`src/rtl/alu_control_mc_pkg.sv`:
```
// Shared ALU control codes, LEGv8 opcodes, controller state encodings and the
// single-cycle decode used by the EX-stage ALU controller.
package alu_control_mc_pkg;

    localparam logic [3:0] ALU_AND          = 4'b0000;
    localparam logic [3:0] ALU_ORR          = 4'b0001;
    localparam logic [3:0] ALU_ADD          = 4'b0010;
    localparam logic [3:0] ALU_EOR          = 4'b0011;
    localparam logic [3:0] ALU_LSL          = 4'b0100;
    localparam logic [3:0] ALU_LSR          = 4'b0101;
    localparam logic [3:0] ALU_SUB          = 4'b0110;
    localparam logic [3:0] ALU_PASS_INPUT_B = 4'b0111;
    localparam logic [3:0] ALU_MUL          = 4'b1000;
    localparam logic [3:0] ALU_UDIV         = 4'b1001;
    localparam logic [3:0] ALU_NOP          = 4'b1111;

    localparam logic [10:0] OPC_ADD  = 11'h458;
    localparam logic [10:0] OPC_SUB  = 11'h658;
    localparam logic [10:0] OPC_AND  = 11'h450;
    localparam logic [10:0] OPC_ORR  = 11'h550;
    localparam logic [10:0] OPC_EOR  = 11'h650;
    localparam logic [10:0] OPC_LSL  = 11'h69B;
    localparam logic [10:0] OPC_LSR  = 11'h69A;
    localparam logic [10:0] OPC_MUL  = 11'h4D8;
    localparam logic [10:0] OPC_UDIV = 11'h4D6;

    localparam logic [1:0] ST_IDLE = 2'd0;
    localparam logic [1:0] ST_MUL  = 2'd1;
    localparam logic [1:0] ST_DIV  = 2'd2;
    localparam logic [1:0] ST_DONE = 2'd3;

    typedef enum logic [1:0] {
        S_IDLE = ST_IDLE,
        S_MUL  = ST_MUL,
        S_DIV  = ST_DIV,
        S_DONE = ST_DONE
    } mc_state_e;

    function automatic logic [3:0] alu_decode(input logic [1:0] alu_op, input logic [10:0] opc);
        logic [3:0] code;
        code = ALU_NOP;
        case (alu_op)
            2'b00: code = ALU_ADD;
            2'b01: code = ALU_PASS_INPUT_B;
            2'b10: begin
                case (opc)
                    OPC_ADD:  code = ALU_ADD;
                    OPC_SUB:  code = ALU_SUB;
                    OPC_AND:  code = ALU_AND;
                    OPC_ORR:  code = ALU_ORR;
                    OPC_EOR:  code = ALU_EOR;
                    OPC_LSL:  code = ALU_LSL;
                    OPC_LSR:  code = ALU_LSR;
                    OPC_MUL:  code = ALU_MUL;
                    OPC_UDIV: code = ALU_UDIV;
                    default:  code = ALU_NOP;
                endcase
            end
            default: begin
                // I-type immediates occupy opcode[0], so only the upper ten bits select the op
                case (opc[10:1])
                    10'b1001000100: code = ALU_ADD;
                    10'b1001001000: code = ALU_AND;
                    10'b1011001000: code = ALU_ORR;
                    10'b1101000100: code = ALU_SUB;
                    default:        code = ALU_NOP;
                endcase
            end
        endcase
        return code;
    endfunction

endpackage

```
`src/rtl/alu_control_mc_datapath.sv`:
```
// Iterative datapath for MUL (shift-add, MUL_BPC bits per step) and UDIV
// (restoring, one quotient bit per step). res_nxt_o is the result after the current step.
module alu_mc_datapath #(
    parameter int DATA_W  = 64,
    parameter int MUL_BPC = 1
) (
    input  logic              clk,
    input  logic              start_i,
    input  logic              op_sel_i,
    input  logic              step_i,
    input  logic [DATA_W-1:0] a_i,
    input  logic [DATA_W-1:0] b_i,
    output logic [DATA_W-1:0] res_nxt_o
);

    // MUL: x = shifting multiplicand, y = shifting multiplier, acc = product
    // UDIV: x = divisor, y = dividend shifting into quotient, acc = remainder
    logic [DATA_W-1:0] x_q;
    logic [DATA_W-1:0] y_q;
    logic [DATA_W-1:0] acc_q;

    logic [DATA_W-1:0] partial;
    logic [DATA_W-1:0] mul_acc;
    logic [DATA_W:0]   rem_sh;
    logic [DATA_W:0]   trial;
    logic [DATA_W-1:0] div_rem;
    logic [DATA_W-1:0] div_quo;

    always_comb begin
        partial = '0;
        for (int j = 0; j < MUL_BPC; j++) begin
            if (y_q[j]) partial = partial + (x_q << j);
        end
        mul_acc = acc_q + partial;

        rem_sh = {acc_q, y_q[DATA_W-1]};
        trial  = rem_sh - {1'b0, x_q};
        if (!trial[DATA_W]) begin
            div_rem = trial[DATA_W-1:0];
            div_quo = {y_q[DATA_W-2:0], 1'b1};
        end else begin
            div_rem = rem_sh[DATA_W-1:0];
            div_quo = {y_q[DATA_W-2:0], 1'b0};
        end
    end

    assign res_nxt_o = op_sel_i ? div_quo : mul_acc;

    always_ff @(posedge clk) begin
        if (start_i) begin
            x_q   <= op_sel_i ? b_i : a_i;
            y_q   <= op_sel_i ? a_i : b_i;
            acc_q <= '0;
        end else if (step_i) begin
            if (op_sel_i) begin
                acc_q <= div_rem;
                y_q   <= div_quo;
            end else begin
                acc_q <= mul_acc;
                x_q   <= x_q << MUL_BPC;
                y_q   <= y_q >> MUL_BPC;
            end
        end
    end

endmodule

```
`src/rtl/alu_control_mc.sv`:
```
// EX-stage ALU controller: combinational opcode decode plus a multi-cycle
// MUL/UDIV sequencer that stalls the pipeline while the iterative datapath runs.
module alu_control_mc
    import alu_control_mc_pkg::*;
#(
    parameter int DATA_W  = 64,
    parameter int MUL_BPC = 1,
    parameter int CTRL_W  = 4
) (
    input  logic              clk,
    input  logic              reset,
    input  logic [1:0]        alu_op,
    input  logic [10:0]       opcode,
    input  logic              ex_valid,
    input  logic              flush,
    input  logic [DATA_W-1:0] op_a,
    input  logic [DATA_W-1:0] op_b,
    output logic [CTRL_W-1:0] alu_ctrl,
    output logic              is_multi,
    output logic              stall,
    output logic              mc_valid,
    output logic [DATA_W-1:0] mc_result,
    output logic              div_by_zero
);

    localparam int N_MUL = DATA_W / MUL_BPC;
    localparam int CNT_W = $clog2(DATA_W);

    mc_state_e         state_q;
    logic [CNT_W-1:0]  cnt_q;
    logic              mc_valid_q;
    logic              dbz_q;
    logic [DATA_W-1:0] mc_result_q;

    logic [3:0]        ctrl_dec;
    logic              is_udiv;
    logic              accept;
    logic              dp_op_sel;
    logic              dp_step;
    logic [DATA_W-1:0] dp_res_nxt;

    assign ctrl_dec = alu_decode(alu_op, opcode);
    assign alu_ctrl = CTRL_W'(ctrl_dec);
    assign is_udiv  = (ctrl_dec == ALU_UDIV);
    assign is_multi = (ctrl_dec == ALU_MUL) || is_udiv;

    // Reset gates the accept term so stall drops the instant reset is asserted
    assign accept = (state_q == S_IDLE) && ex_valid && is_multi && !flush && !reset;

    assign stall = !flush && (accept || state_q == S_MUL || state_q == S_DIV);

    assign mc_valid    = mc_valid_q && !flush;
    assign div_by_zero = dbz_q && !flush;
    assign mc_result   = mc_result_q;

    assign dp_op_sel = (state_q == S_IDLE) ? is_udiv : (state_q == S_DIV);
    assign dp_step   = (state_q == S_MUL) || (state_q == S_DIV);

    alu_mc_datapath #(
        .DATA_W  (DATA_W),
        .MUL_BPC (MUL_BPC)
    ) u_dp (
        .clk       (clk),
        .start_i   (accept),
        .op_sel_i  (dp_op_sel),
        .step_i    (dp_step),
        .a_i       (op_a),
        .b_i       (op_b),
        .res_nxt_o (dp_res_nxt)
    );

    always_ff @(posedge clk or posedge reset) begin
        if (reset) begin
            state_q     <= S_IDLE;
            cnt_q       <= '0;
            mc_valid_q  <= 1'b0;
            dbz_q       <= 1'b0;
            mc_result_q <= '0;
        end else begin
            mc_valid_q <= 1'b0;
            dbz_q      <= 1'b0;
            if (flush) begin
                state_q <= S_IDLE;
            end else begin
                case (state_q)
                    S_IDLE: begin
                        if (accept) begin
                            if (is_udiv && op_b == '0) begin
                                state_q     <= S_DONE;
                                mc_result_q <= '0;
                                mc_valid_q  <= 1'b1;
                                dbz_q       <= 1'b1;
                            end else if (is_udiv) begin
                                state_q <= S_DIV;
                                cnt_q   <= CNT_W'(DATA_W - 1);
                            end else begin
                                state_q <= S_MUL;
                                cnt_q   <= CNT_W'(N_MUL - 1);
                            end
                        end
                    end
                    S_MUL, S_DIV: begin
                        if (cnt_q == '0) begin
                            state_q     <= S_DONE;
                            mc_result_q <= dp_res_nxt;
                            mc_valid_q  <= 1'b1;
                        end else begin
                            cnt_q <= cnt_q - 1'b1;
                        end
                    end
                    default: state_q <= S_IDLE;
                endcase
            end
        end
    end

endmodule

```
`config.mk`:
```
export PLATFORM = sky130hd
export DESIGN_NAME = alu_control_mc
export DESIGN_NICKNAME = d
export VERILOG_FILES = /design/src/rtl/alu_control_mc_pkg.sv /design/src/rtl/alu_control_mc_datapath.sv /design/src/rtl/alu_control_mc.sv
export SDC_FILE = /design/constraint.sdc
export NUM_CORES = 1
export LEC_CHECK = 0
export CORE_MARGIN = 2
export CORE_UTILIZATION = 51
export DETAILED_ROUTE_END_ITERATION = 10
export GPL_ROUTABILITY_DRIVEN = 0
export HOLD_SLACK_MARGIN = 0.1
export PLACE_DENSITY = 0.83
export SLEW_MARGIN = 20
export SYNTH_ARGS = -nofsm -noshare
export SYNTH_HDL_FRONTEND = slang
export SYNTH_SLANG_ARGS = --single-unit
export TNS_END_PERCENT = 20
```
`constraint.sdc`:
```
create_clock -name clk -period 6.1 [get_ports clk]
set_input_delay 0.915 -clock clk [delete_from_list [all_inputs] [get_ports clk]]
set_output_delay 0.915 -clock clk [all_outputs]
set_load 0.01 [all_outputs]
```
# Word-level counts from Yosys, hierarchy flattened
# Index checks and enable logic that the tools add are counted.
# totals
output_inout_bits,72
regBits,266
wordCells,102
input_bits,145
# classes
eq_ne,27
mux,38
n_bitwise,1
reduce_logical,25
addsub,3
# ops
operator,n
$mux W64,15
$pmux W64 S2,1
$eq A11 B11 Y1 const B,9
$sub A65 B64 Y65,1
$add A64 B64 Y64,1
$logic_not A64 Y1,1
$eq A10 B10 Y1 const B,4
$pmux W4 S9,1
$mux W6,3
$pmux W4 S4,1
$pmux W4 S3,1
$pmux W6 S2,1
$mux W2,5
$ne A2 B2 Y1 const B,5
$reduce_and A5 Y1,2
$eq A4 B4 Y1 const B,2
$logic_and A1 B1 Y1,8
$mux W1,8
$logic_not A6 Y1,1
$ne A3 B3 Y1 const B,2
$sub A6 B1 Y6 const B,1
$eq A2 B1 Y1 const B,2
$eq A2 B2 Y1 const B,2
$logic_not A2 Y1,2
9 further kinds,15

# Longest topological paths before layout
# depth
depth_word,11
depth_mapped,19
ltp_nobuf,15

# By module
# Synthesis repeated with hierarchy kept, for this count alone.
# unflattened
cells_unflattened,2650
hier_area_um2,22798.1
# modules_own_cells
mod,instances,seq_area_each_um2,cells_per_inst,area_each_um2
alu_mc_datapath,1,5124.9,2217,18630.4
alu_control_mc,1,1851.8,433,4167.7

# Least setup slack after synthesis
# Ideal clock, no wire load.
# synth_path
path_type,input -> register
start,input opcode[6]
end,"register u_dp.x_q[0], enable pin"
setup_ns,0.424
n_path_buf,2
path_slack_ns,1.259
arrival_ns,4.417
stages,12
path_cell_list,or3b_1 > nor4_2 > a31oi_1 > o211a_1 > a21boi_2 > and2_1 > nand2_1 > o21a_1 > buf_2 > buf_2 > nand2_1 > nand2_1
# synth_between
elab_chain_cells,10
elab_cells_between_ends,26
cone_classes,eq/ne (16); mux (4); reduce/logical (6)
# synth_rtl
element,line,rtl
from (decl),alu_control_mc.sv:13,"input logic [10:0] opcode,"
$eq A11 B11 Y1 or $eq A10 B10 Y1 (tied branches),"alu_control_mc_pkg.sv:46, alu_control_mc_pkg.sv:61",
$pmux W4 S9 or $pmux W4 S4 (tied branches),"alu_control_mc_pkg.sv:46, alu_control_mc_pkg.sv:61",
$pmux W4 S3 *,alu_control_mc_pkg.sv:42,case (alu_op)
net alu_ctrl[3],alu_control_mc.sv:18,"output logic [CTRL_W-1:0] alu_ctrl,"
"$eq A4 B4 Y1, on equally long branches","alu_control_mc.sv:45, alu_control_mc.sv:44",
$logic_or A1 B1 Y1 *,alu_control_mc.sv:45,assign is_multi = (ctrl_dec == ALU_MUL) || is_udiv;
net is_multi,alu_control_mc.sv:19,"output logic is_multi,"
$logic_and A1 B1 Y1 * (3 in series),alu_control_mc.sv:48,assign accept = (state_q == S_IDLE) && ex_valid && is_multi && !flush && !reset;
$ne A2 B2 Y1 (no line) or $reduce_bool A2 Y1 (tied branches),n/a,
$reduce_and A2 Y1 (no line) *,n/a,
to (signal assigned),alu_control_mc_datapath.sv:51,x_q <= op_sel_i ? b_i : a_i;
to (signal assigned),alu_control_mc_datapath.sv:60,x_q <= x_q << MUL_BPC;
to (decl),alu_control_mc_datapath.sv:18,logic [DATA_W-1:0] x_q;
# The timed path passes the listed nets; every way through them passes the cells marked *.
# A chain may end at the register's enable or synchronous reset.

# Worst setup path after layout
# layout_path
start,register u_dp.y_q[0]
end,"register mc_result_q[57], in the netlist mc_result[57]"
# layout_between
elab_chain_cells,5
# layout_rtl
element,line,rtl
from (decl),alu_control_mc_datapath.sv:19,logic [DATA_W-1:0] y_q;
from (signal assigned),alu_control_mc_datapath.sv:52,y_q <= op_sel_i ? a_i : b_i;
from (signal assigned),alu_control_mc_datapath.sv:57,y_q <= div_quo;
from (signal assigned),alu_control_mc_datapath.sv:61,y_q <= y_q >> MUL_BPC;
$mux W64,alu_control_mc_datapath.sv:32,if (y_q[j]) partial = partial + (x_q << j);
$add A64 B64 Y64,alu_control_mc_datapath.sv:34,mul_acc = acc_q + partial;
$mux W64,alu_control_mc_datapath.sv:47,assign res_nxt_o = op_sel_i ? div_quo : mul_acc;
$mux W64,alu_control_mc.sv:103,if (cnt_q == '0) begin
$pmux W64 S2,alu_control_mc.sv:85,case (state_q)
to (signal assigned),alu_control_mc.sv:105,mc_result_q <= dp_res_nxt;
to (decl),alu_control_mc.sv:33,logic [DATA_W-1:0] mc_result_q;
# Every way passes these cells. The select of a mux whose other input is x is not followed.

==> report_table.html <==
<table>
<tr><th>Metric</th><th>Value</th></tr>
<tr><th colspan="2">Worst setup path</th></tr>
<tr><td>Highest cell delay on the worst timing path</td><td>1.03 ns</td></tr>
<tr><td>Number of buffer and inverter stages on the critical path</td><td>1</td></tr>
<tr><td>Data required time of the critical path</td><td>6.56 ns</td></tr>
<tr><td>CP Data Arrival Time</td><td>5.87 ns</td></tr>
<tr><td>Critical path's most frequent cell</td><td>a21oi_1</td></tr>
<tr><td>Ordered list of cells on the worst path</td><td>buf_4 -&gt; and2_1 -&gt; ha_1 -&gt; a21oi_1 -&gt; o21a_1 -&gt; nor2_1 -&gt; o41ai_1 -&gt; nand3_1 -&gt; a21oi_1 -&gt; o41a_1 -&gt; o31ai_1 -&gt; xnor2_1 -&gt; a21oi_1 -&gt; o21ai_0</td></tr>
<tr><td>Cell with the largest stage delay on the worst path</td><td>edfxtp_1</td></tr>
<tr><td>Critical Path Fanout Max</td><td>34</td></tr>
<tr><td>Kind of start point of the critical path</td><td>register</td></tr>
<tr><td>Endpoint kind of the worst setup timing path</td><td>register</td></tr>
<tr><td>Critical path class</td><td>reg2reg</td></tr>
<tr><td>Largest delay share family, worst path</td><td>compound AO/OA/AOI/OAI gates</td></tr>
<tr><th colspan="2">CTS</th></tr>
<tr><td>CTS tree</td><td>done</td></tr>
<tr><td>Setup fix buffers added after clock tree synthesis</td><td>0</td></tr>
<tr><td>Clock sink total</td><td>266</td></tr>
<tr><td>Cts repair resizes</td><td>0</td></tr>
<tr><td>CTS max path bufs</td><td>3</td></tr>
<tr><td>Skew-Pair Late Insertion Delay</td><td>0.58 ns</td></tr>
<tr><td>Clock root cell</td><td>clkbuf_16</td></tr>
<tr><td>Clock transition time at the flip-flop clock pins of the worst setup and hold paths</td><td>0.06 ns</td></tr>
<tr><td>Hold_buf cts</td><td>0</td></tr>
<tr><td>Cts bufs inserted</td><td>29</td></tr>
<tr><td>Depth of the CTS H-tree</td><td>1</td></tr>
<tr><th colspan="2">Logic synthesis</th></tr>
<tr><td>Post-synthesis register bit count</td><td>266</td></tr>
<tr><td>Syn. warnings</td><td>0</td></tr>
<tr><td>Post-Synthesis Mean Instance Area</td><td>7.753 sq um</td></tr>
<tr><td>Fraction of synthesized cell area taken by the top area cell type</td><td>17.46%</td></tr>
<tr><td>Synth area leader</td><td>edfxtp_1</td></tr>
<tr><td>Netlist Area Pre-Place</td><td>0.02202 sq mm</td></tr>
<tr><td>Number of synthesized flops with an enable pin</td><td>128</td></tr>
<tr><td>Sequential element share of the synthesized area</td><td>31.68%</td></tr>
<tr><td>Share of flip-flops with an asynchronous set or reset after synthesis</td><td>27.82%</td></tr>
<tr><td>Synth top area cells</td><td>edfxtp_1 17%, nand2_1 8.7%, dfrtp_1 8.4%, ha_1 7.6%, dfxtp_1 5.8%</td></tr>
<tr><td>Cell count after synthesis</td><td>2,840</td></tr>
<tr><td>Distinct cell type count of the synthesized netlist</td><td>85</td></tr>
<tr><td>Top_reg_cell synth</td><td>edfxtp_1</td></tr>
<tr><td>Post-Synthesis Net Count</td><td>3,120</td></tr>
<tr><th colspan="2">Finish</th></tr>
<tr><td>Net count, final</td><td>3,215</td></tr>
<tr><td>Area of combinational cells with multiple inputs</td><td>0.01386 sq mm</td></tr>
<tr><td>Flip-flop and latch area</td><td>0.006977 sq mm</td></tr>
<tr><td>Fill cell count</td><td>3,638</td></tr>
<tr><td>Total inserted antenna cells</td><td>0</td></tr>
<tr><td>Layout overhead on the synthesized area</td><td>15.55%</td></tr>
<tr><td>Layout Cells excl Fill</td><td>3,543</td></tr>
<tr><td>Share of cells above drive strength 1</td><td>4.496%</td></tr>
<tr><th colspan="2">Placed design</th></tr>
<tr><td># port buffers</td><td>216</td></tr>
<tr><td>Estimated wirelength of the detail-placed design</td><td>54.70 mm</td></tr>
<tr><td>Setup WS pre-CTS</td><td>0.9438 ns</td></tr>
<tr><td># placed instances</td><td>3,489</td></tr>
<tr><th colspan="2">Min path</th></tr>
<tr><td>Worst min path class</td><td>reg2reg</td></tr>
<tr><th colspan="2">Route</th></tr>
<tr><td>Iteration count of the initial detailed-routing pass</td><td>7</td></tr>
<tr><td>Via count of the routed design</td><td>22,875</td></tr>
<tr><td>Routed WL</td><td>74.39 mm</td></tr>
<tr><td>Post-detailed-route DRC marker count</td><td>0</td></tr>
<tr><td>Post-DR wirelength/cell</td><td>21.00 microns</td></tr>
<tr><td>Remaining antenna violation count after routing</td><td>0</td></tr>
<tr><td>DRT iter0 DRCs</td><td>2,951</td></tr>
<tr><td>Number of vias per cell after detailed routing</td><td>6.456</td></tr>
<tr><th colspan="2">Floorplanning</th></tr>
<tr><td>I/O pin count</td><td>217</td></tr>
<tr><td>Starting density of the core</td><td>51.34%</td></tr>
<tr><td>Horiz. Die Dim</td><td>211.8 microns</td></tr>
<tr><td>Full die area</td><td>0.04486 sq mm</td></tr>
<tr><td>Standard-cell row count</td><td>76</td></tr>
<tr><td>Height of the die</td><td>211.8 microns</td></tr>
<tr><td>Total core area</td><td>0.04289 sq mm</td></tr>
<tr><th colspan="2">Global route</th></tr>
<tr><td>Total track usage</td><td>32.34%</td></tr>
<tr><td>Largest net degree at the start of global routing</td><td>107</td></tr>
<tr><td>Vias in the first global route</td><td>21,724</td></tr>
<tr><td>Global-route wire length before repair</td><td>116.0 mm</td></tr>
<tr><td>Global route total overflow</td><td>0</td></tr>
<tr><td>Number of antenna violations at the first check in global routing</td><td>1</td></tr>
<tr><th colspan="2">Timing</th></tr>
<tr><td>Least setup slack across all paths after layout</td><td>0.6911 ns</td></tr>
<tr><td>Headroom to the max-slew limit</td><td>30.87%</td></tr>
<tr><td>Final hold violations</td><td>0</td></tr>
<tr><td>Slew Limit Fails</td><td>0</td></tr>
<tr><td>Final setup fails</td><td>0</td></tr>
<tr><td>Fin Clk Skew</td><td>0.02018 ns</td></tr>
<tr><td>Minimum period implied by the final worst setup slack</td><td>5.409 ns</td></tr>
<tr><td>Post-route setup TNS</td><td>0 ns</td></tr>
<tr><td>Achievable Freq</td><td>184.9 MHz</td></tr>
<tr><td>Fin crit share</td><td>88.67%</td></tr>
<tr><td>Setup repair after global routing missed its margin</td><td>no</td></tr>
<tr><td>Slew at the pin with the worst max-slew slack</td><td>1.037 ns</td></tr>
<tr><th colspan="2">Status</th></tr>
<tr><td>Outcome</td><td>completed</td></tr>
<tr><th colspan="2">Power</th></tr>
<tr><td>Peak supply drop</td><td>285.8 uV</td></tr>
<tr><td>Reported leakage power</td><td>10.56 nW</td></tr>
<tr><td>Power Density</td><td>544.5 mW/mm^2</td></tr>
<tr><th colspan="2">Flow run</th></tr>
<tr><td>Number of max-capacitance violations reported</td><td>0</td></tr>
</table>
[metal layers]
metal | GRT usage [%] | part of all wire [%]
met3 | 8.367 | 12
met5 | 0 | 0.013
met2 | 51.28 | 44
met1 | 41.30 | 39
met4 | 15.03 | 5.2
[worst paths after layout]
| kind | startpoint | endpoint | slack [ns] | cells past startpoint |
|---|---|---|---|---|
| max | u_dp.y_q[0] | mc_result[57] | 0.69 | 14 |
| min | mc_result[23] | mc_result[23] | 0.49 | 2 |
| max reg2reg | u_dp.y_q[0] | mc_result[57] | 0.69 | 14 |
| min reg2reg | mc_result[23] | mc_result[23] | 0.49 | 2 |
| max in group asynchronous | reset | mc_result[38] | 4.62 | 3 |
| min in group asynchronous | reset | mc_result[61] | 0.90 | 3 |
[per-stage QoR]
stage               utilization (%)  hold WS [ns]  total power [mW]  instance area, sq um
floorplan                         -        0.4576             9.286                 22020
global placement              57.15        0.4547             11.44                 24510
detailed placement            57.15        0.4776             11.70                 24510
CTS                           59.32        0.4903             13.54                 25440
global route                  59.33        0.5089             14.67                 25440
finish                        59.33        0.4867             13.85                 25440
[tightest hold or removal path, stage by stage (launching register included)]
cell,delay [ns]
dfrtp_1,0.35
nand2_1,0.06
nand2_1,0.05
[synth_stat cells (all sizes together) (24+ instances only)]
| cell type | instances |
|---|---|
| nand3 | 37 |
| nand4 | 44 |
| o21ai | 210 |
| and2 | 119 |
| inv | 113 |
| a21o | 59 |
| nor4 | 28 |
| edfxtp | 128 |
| xnor2 | 66 |
| ha | 133 |
| a211oi | 70 |
| xor2 | 54 |
| a21oi | 221 |
| dfrtp | 74 |
| a31oi | 146 |
| o211ai | 25 |
| dfxtp | 64 |
| buf | 49 |
| nor2 | 222 |
| o21a | 31 |
| nand2 | 513 |
| mux2 | 24 |
| clkbuf | 142 |
[logic make-up (layout without fill, tap and decap cells)]
kind of cell	count (synthesis)	count (layout)	synth area share, %
AO/OA/AOI/OAI	908	908	26.12
adder cells (fa/ha/maj)	135	135	7.739
XOR/XNOR	120	120	4.773
multiplexers	40	40	2.227
flip-flops	266	266	31.68
AND/OR/NAND/NOR	1067	1067	21.89
buffers and inverters	304	422	5.568
[layout by cell type (no fill, tap or decap), types with 13 or more instances in the layout]
cell type	n
dfrtp_1	74
edfxtp_1	128
clkdlybuf4s50_1	216
xor2_1	54
xnor2_1	66
a21o_1	59
o21ai_1	28
and2_1	117
o21ai_0	181
nor2b_1	15
clkbuf_16	29
nand2_1	512
mux2i_1	16
nor4_1	27
nor3_1	20
nand2b_1	13
a31oi_1	146
a211oi_1	70
o31ai_1	16
nand3_1	37
a21oi_1	219
mux2_4	16
buf_4	33
ha_1	132
dfxtp_1	64
nand4_1	44
o21bai_1	22
o21a_1	30
and3_1	21
inv_1	111
nor2_1	222
o211ai_1	21
[cell type report]
| class | instances | area share [%] |
|---|---|---|
| multi-input cells | 2270 | 54.47 |
| flip-flops and latches | 266 | 27.42 |
| repair buffers | 255 | 9.909 |
| clock buffers | 38 | 3.024 |
| well taps | 585 | 2.877 |
| inverters | 113 | 1.672 |
| clock inverters | 16 | 0.6295 |
[state kept, by name, indices dropped and copies added (netlist names)]
| register | flops |
|---|---|
| u_dp.x_q | 64 |
| state_q | 2 |
| u_dp.y_q | 64 |
| mc_valid_q | 1 |
| mc_result | 64 |
| u_dp.acc_q | 64 |
| dbz_q | 1 |
| cnt_q | 6 |
[power breakdown]
part | leakage, nW | switching, mW | internal (mW)
clock | 0.447 | 0.774 | 1.01
sequential | 2.71 | 0.664 | 2.63
combinational | 7.40 | 5.24 | 3.53
Note: power is estimated with default switching activity, not from simulation.
==> variant 1, RTL diff (config.mk and constraints unchanged) <==
Change the parameter `CTRL_W` from 4 to 6.
--- a/src/rtl/alu_control_mc.sv
+++ b/src/rtl/alu_control_mc.sv
@@ -5,7 +5,7 @@
 #(
     parameter int DATA_W  = 64,
     parameter int MUL_BPC = 1,
-    parameter int CTRL_W  = 4
+    parameter int CTRL_W  = 6
 ) (
     input  logic              clk,
     input  logic              reset,
Interface: changed (resized alu_ctrl); port bits go from 217 to 219. The function was not compared with the original's and may differ.
==> variant 1 against the unedited design <==
Total power is 2.1% higher; die area hardly changed; clock skew is 19 ps higher; highest routed layer is now met4; largest power group unchanged; area after synthesis hardly changed; critical path type unchanged; non-clock buffer count is 7 lower; sequential cell count stayed put; wire length hardly changed; cell area is 0.53% higher; count of clock-buffer cells in the layout is 1 lower; setup slack better by 500 ps; cell count is 0.11% lower; via count is 0.45% higher; global-route usage is 0.12 points lower.
==> variant 1: results (changes against the unedited design) <==
[run_status]
outcome = finished clean

[clock_network]
cts_buffers = 30  ; +3.4%
cts_setup_buffers = 0  ; unchanged
clkLatencyLatePin_ps = 610  ; +30 ps
cts_resized = 0  ; unchanged
cts-root-buf = clkbuf_16
cts_buffer_depth = 3  ; unchanged
clk_pin_slew_ps = 60  ; about the same

[timing]
timing.hold.ws_ps = 479.9  ; -6.774 ps
finClkSkew_ps = 39.58  ; +19.40 ps
worstMarginPinSlew_ps = 1029  ; -7.898 ps

[worst_setup_path]
critPathArrivalTime_ps = 5350  ; -520 ps
worst-path-max-fanout = 5  ; -85%
worst_r2r_endpoint = mc_result[44]$_DFFE_PP0P_
crit_family = compound AO/OA/AOI/OAI gates
reg2regPathDepth = 15  ; +1
r2r_setup_slack_ps = 1200  ; +500 ps
cp_slowest_cell = a221oi_1
max_stage_delay_ps = 660  ; -370 ps

[synth]
synth_edf_count = 128  ; unchanged
synthAdderAreaFrac_pct = 7.732  ; about the same
synthMuxAreaShare_pct = 2.226  ; about the same
synth_area_leaders = edfxtp_1, nand2_1, dfrtp_1, ha_1, dfxtp_1
yosys.area_share.xor_xnor_pct = 4.769  ; about the same
synth_compound_area_share_pct = 26.10  ; about the same
seq_area_frac_synth_pct = 31.66  ; about the same
synth.distinct_cells = 87  ; +2.4%

[min_path]
worstHoldPathType = flop to flop
hold_start = mc_result[20]$_DFFE_PP0P_
whs_endpoint = mc_result[20]$_DFFE_PP0P_

[routing]
routedWlPerCell_um = 21.04  ; +0.19%
vias = 22980  ; +0.45%
drtIter0Drc = 2880  ; -2.4%
first_pass_iters = 6  ; -1

[final_layout]
finalNetCount = 3211  ; -0.12%
layout-drive-gt1-share_pct = 4.570  ; +0.074 points
n_fill_cell = 3627  ; -0.30%

[placed_design]
port_buffers = 216  ; unchanged
placed_area_sq_um = 24500  ; about the same
place_hpwl_um = 53740  ; -1.8%

[pwr]
leakage_nw = 10.60  ; +0.45%
ir_worst_vdd_mv = 0.3212  ; +12%

[global_route]
track_usage_pct = 32.22  ; -0.12 points
grt_pass1_wl_um = 115300  ; -0.60%
antenna_found_initial = 1  ; unchanged
grt_start_max_net_pins = 143  ; +34%
grt_pass1_vias = 21410  ; -1.4%

variant 1: cell count changes in the layout (fill, tap and decap cells not counted), sizes merged:
cell      change
clkinv        -1
clkinvlp      +1
conb          +2
bufinv        +4
clkbuf        -1
buf           -7
inv           -2
variant 1: kinds of logic after synthesis:
| kind of cell | Yosys count |
|---|---|
| fa+ha+maj | 135 |
| buf+inv | 306 |
| other cells | 1 |
| flops | 266 |
| simple gates | 1067 |
| mux | 40 |
| compound gates | 908 |
| xor+xnor | 120 |
variant 1: power breakdown:
part / switching [mW] / internal [mW] / total [mW]
Sequential: 0.635 / 2.63 / 3.27
Clock: 0.808 / 1.22 / 2.03
Combinational: 5.32 / 3.53 / 8.85
Total: 6.77 / 7.38 / 14.1
variant 1: area by class of cell:
type                            instances  area share [%]
Clock buffer                           37           3.116
Clock inverter                         18           1.101
Inverter                              113           1.663
Multi-Input combinational cell       2272           54.23
Sequential cell                       266           27.28
Tap cell                              585           2.862
Timing Repair Buffer                  248           9.749
variant 1: worst register-to-register path, delay by kind of cell, from the launching register on:
family          cells  cell delay, ps
compound gates      9            2850
simple gates        3             600
fa+ha+maj           2             660
xor+xnor            1             200
flops               1             420
variant 1: stage by stage:
| stage | utilization (%) | worst slack, ps | std cells |
|---|---|---|---|
| after floorplan | - | 1259 | 2844 |
| after global placement | 57.10 | 1183 | 3484 |
| after detailed placement | 57.12 | 1338 | 3484 |
| after CTS | 59.63 | 1405 | 3539 |
| after global routing | 59.64 | 1024 | 3539 |
| final | 59.64 | 1196 | 3539 |
variant 1: per-layer routing:
metal  part of all wire [%]  vias up  track usage (%)
li1                       -    10410                -
met1                     39    10790            41.71
met4                    5.0        0            15.81
met3                     12      250            6.661
met2                     44     1527            51.28
met5                      0        -                0
==> variant 2, RTL diff (config.mk and constraints unchanged) <==
Made on the original files. Reset style: synchronous (`reset`), changed in one clocked block.
--- a/src/rtl/alu_control_mc.sv
+++ b/src/rtl/alu_control_mc.sv
@@ -69,7 +69,7 @@
         .res_nxt_o (dp_res_nxt)
     );
 
-    always_ff @(posedge clk or posedge reset) begin
+    always_ff @(posedge clk) begin
         if (reset) begin
             state_q     <= S_IDLE;
             cnt_q       <= '0;
Check against the original RTL: differs if reset is asserted again (counterexample within 4 cycles, from zero or initial values and one cycle with reset high); with reset held inactive, the same outputs for 4 cycles.
==> variant 2 against the unedited design <==
Maximum frequency up 12%; sequential cell count unchanged; setup slack better by 560 ps; wire length up 7.9%; cell area up 0.43%; area after synthesis up 0.56%; non-clock buffer count down 4; largest cell class unchanged.
Power is left out: it rests on default switching activity, and per cell area and clock period it moved more than threefold.
==> variant 2: results (changes against the unedited design) <==
[placed_design]
placed_area_sq_um = 24610  ; +0.42%
place_ws_ps = 911.7  ; -32.10 ps

[final_layout]
seq_share_pct = 25.85  ; -1.6 points
buffers = 251  ; -1.6%
inv_count = 108  ; -4.4%
nClkBuffers = 39  ; +2.6%
layout-drive-gt1-share_pct = 5.351  ; +0.85 points
clk_share_pct = 3.668  ; +0.014 points
post-route-cell-area_sq_um = 25550  ; +0.43%
multi_input_area_share_pct = 56.30  ; +1.8 points
n_fill_cell = 3679  ; +1.1%
antenna_cells = 1  ; +1
nMultiInputCombCells = 2313  ; +1.9%

[timing]
finClkSkew_ps = 43.91  ; +23.74 ps
maxSlewHeadroom_pct = 27.96  ; -2.9 points

[global_route]
track_usage_pct = 34.40  ; +2.1 points
grt_pass1_vias = 21840  ; +0.51%
antenna_found_initial = 3  ; +2
grt_pass1_wl_um = 123000  ; +6.0%
grt_start_max_net_pins = 108  ; +0.93%

[min_path]
hold_start = mc_result[12]$_SDFFE_PP0P_
whs_endpoint = mc_result[12]$_SDFFE_PP0P_

[synth]
synth_ff_type = dfxtp_1
synth_area_leaders = edfxtp_1, dfxtp_1, ha_1, nand2_1, o21ai_0
synth_nets = 3150  ; +0.96%
synthTopCellsByCount = nand2_1, o21ai_0, a21oi_1, nor2_1, dfxtp_1
ys_async_sr_fraction_pct = 0  ; -28 points
synth.distinct_cells = 96  ; +13%

[worst_setup_path]
r2r_setup_slack_ps = 1250  ; +560 ps
worst-path-max-fanout = 44  ; +29%
worst_r2r_endpoint = mc_result[56]$_SDFFE_PP0P_
critPathArrivalTime_ps = 5330  ; -540 ps

[routing]
wirelength_um = 80290  ; +7.9%
avgViaCountPerCell = 6.690  ; +3.6%
drtIter0Drc = 3256  ; +10%
first_pass_iters = 10  ; +3

[run_status]
outcome = finished clean

[clock_network]
clkLatencyLatePin_ps = 600  ; +20 ps
cts_buffers = 28  ; -3.4%

[variant 2: how the worst max path moves through the flow]
stage | start | to | slack, ps | depth (start not counted)
6_report | u_dp.y_q[0]$_DFFE_PP_ | mc_result[56]$_SDFFE_PP0P_ | 1250 | 14
3_5_place_dp | op_b[3] | mc_result[58]$_SDFFE_PP0P_ | 910 | 10
3_3_place_gp | op_b[2] | mc_result[42]$_SDFFE_PP0P_ | 900 | 10
2_1_floorplan | opcode[1] | u_dp.x_q[0]$_SDFFCE_PP0P_ | 1580 | 10
5_1_grt | opcode[1] | stall | 1070 | 9
4_1_cts | opcode[1] | stall | 1380 | 9
[variant 2: logic make-up after synthesis]
group	share of synthesized area [%]
AOI/OAI and AO/OA	29.42
buffers and inverters	5.408
and+or+nand+nor	21.42
adders and majority gates	7.640
xor gates and xnor gates	4.391
muxes	1.893
DFF	29.84
[variant 2: critical path: stages, from the launching register on]
cell and delay [ps]:
edfxtp_1 780, buf_4 440, and2_1 180, ha_1 300
a21o_1 240, a21o_1 180, a21oi_1 330, o211ai_1 180
a21oi_1 460, o211ai_2 210, a21oi_1 430, o21bai_1 150
xor2_1 440, nand2_1 120, a311oi_1 250
[variant 2: stage by stage]
| stage | hold slack, ps | utilization, % | cells |
|---|---|---|---|
| after detailed placement | 449.9 | 57.26 | 3523 |
| after CTS | 461.2 | 59.44 | 3575 |
| final | 459.1 | 59.45 | 3576 |
| after floorplan | 453.8 | - | 2871 |
| after global placement | 441.4 | 57.26 | 3523 |
| after global routing | 468.4 | 59.45 | 3576 |
[variant 2: routing by layer]
metal,global-route usage (%),part of all wire (%),vias to the layer above
met1,46.71,38,11050
met4,14.81,4.9,2
met5,0,0.016,-
met2,51.42,42,1855
li1,-,-,10690
met3,9.173,15,329
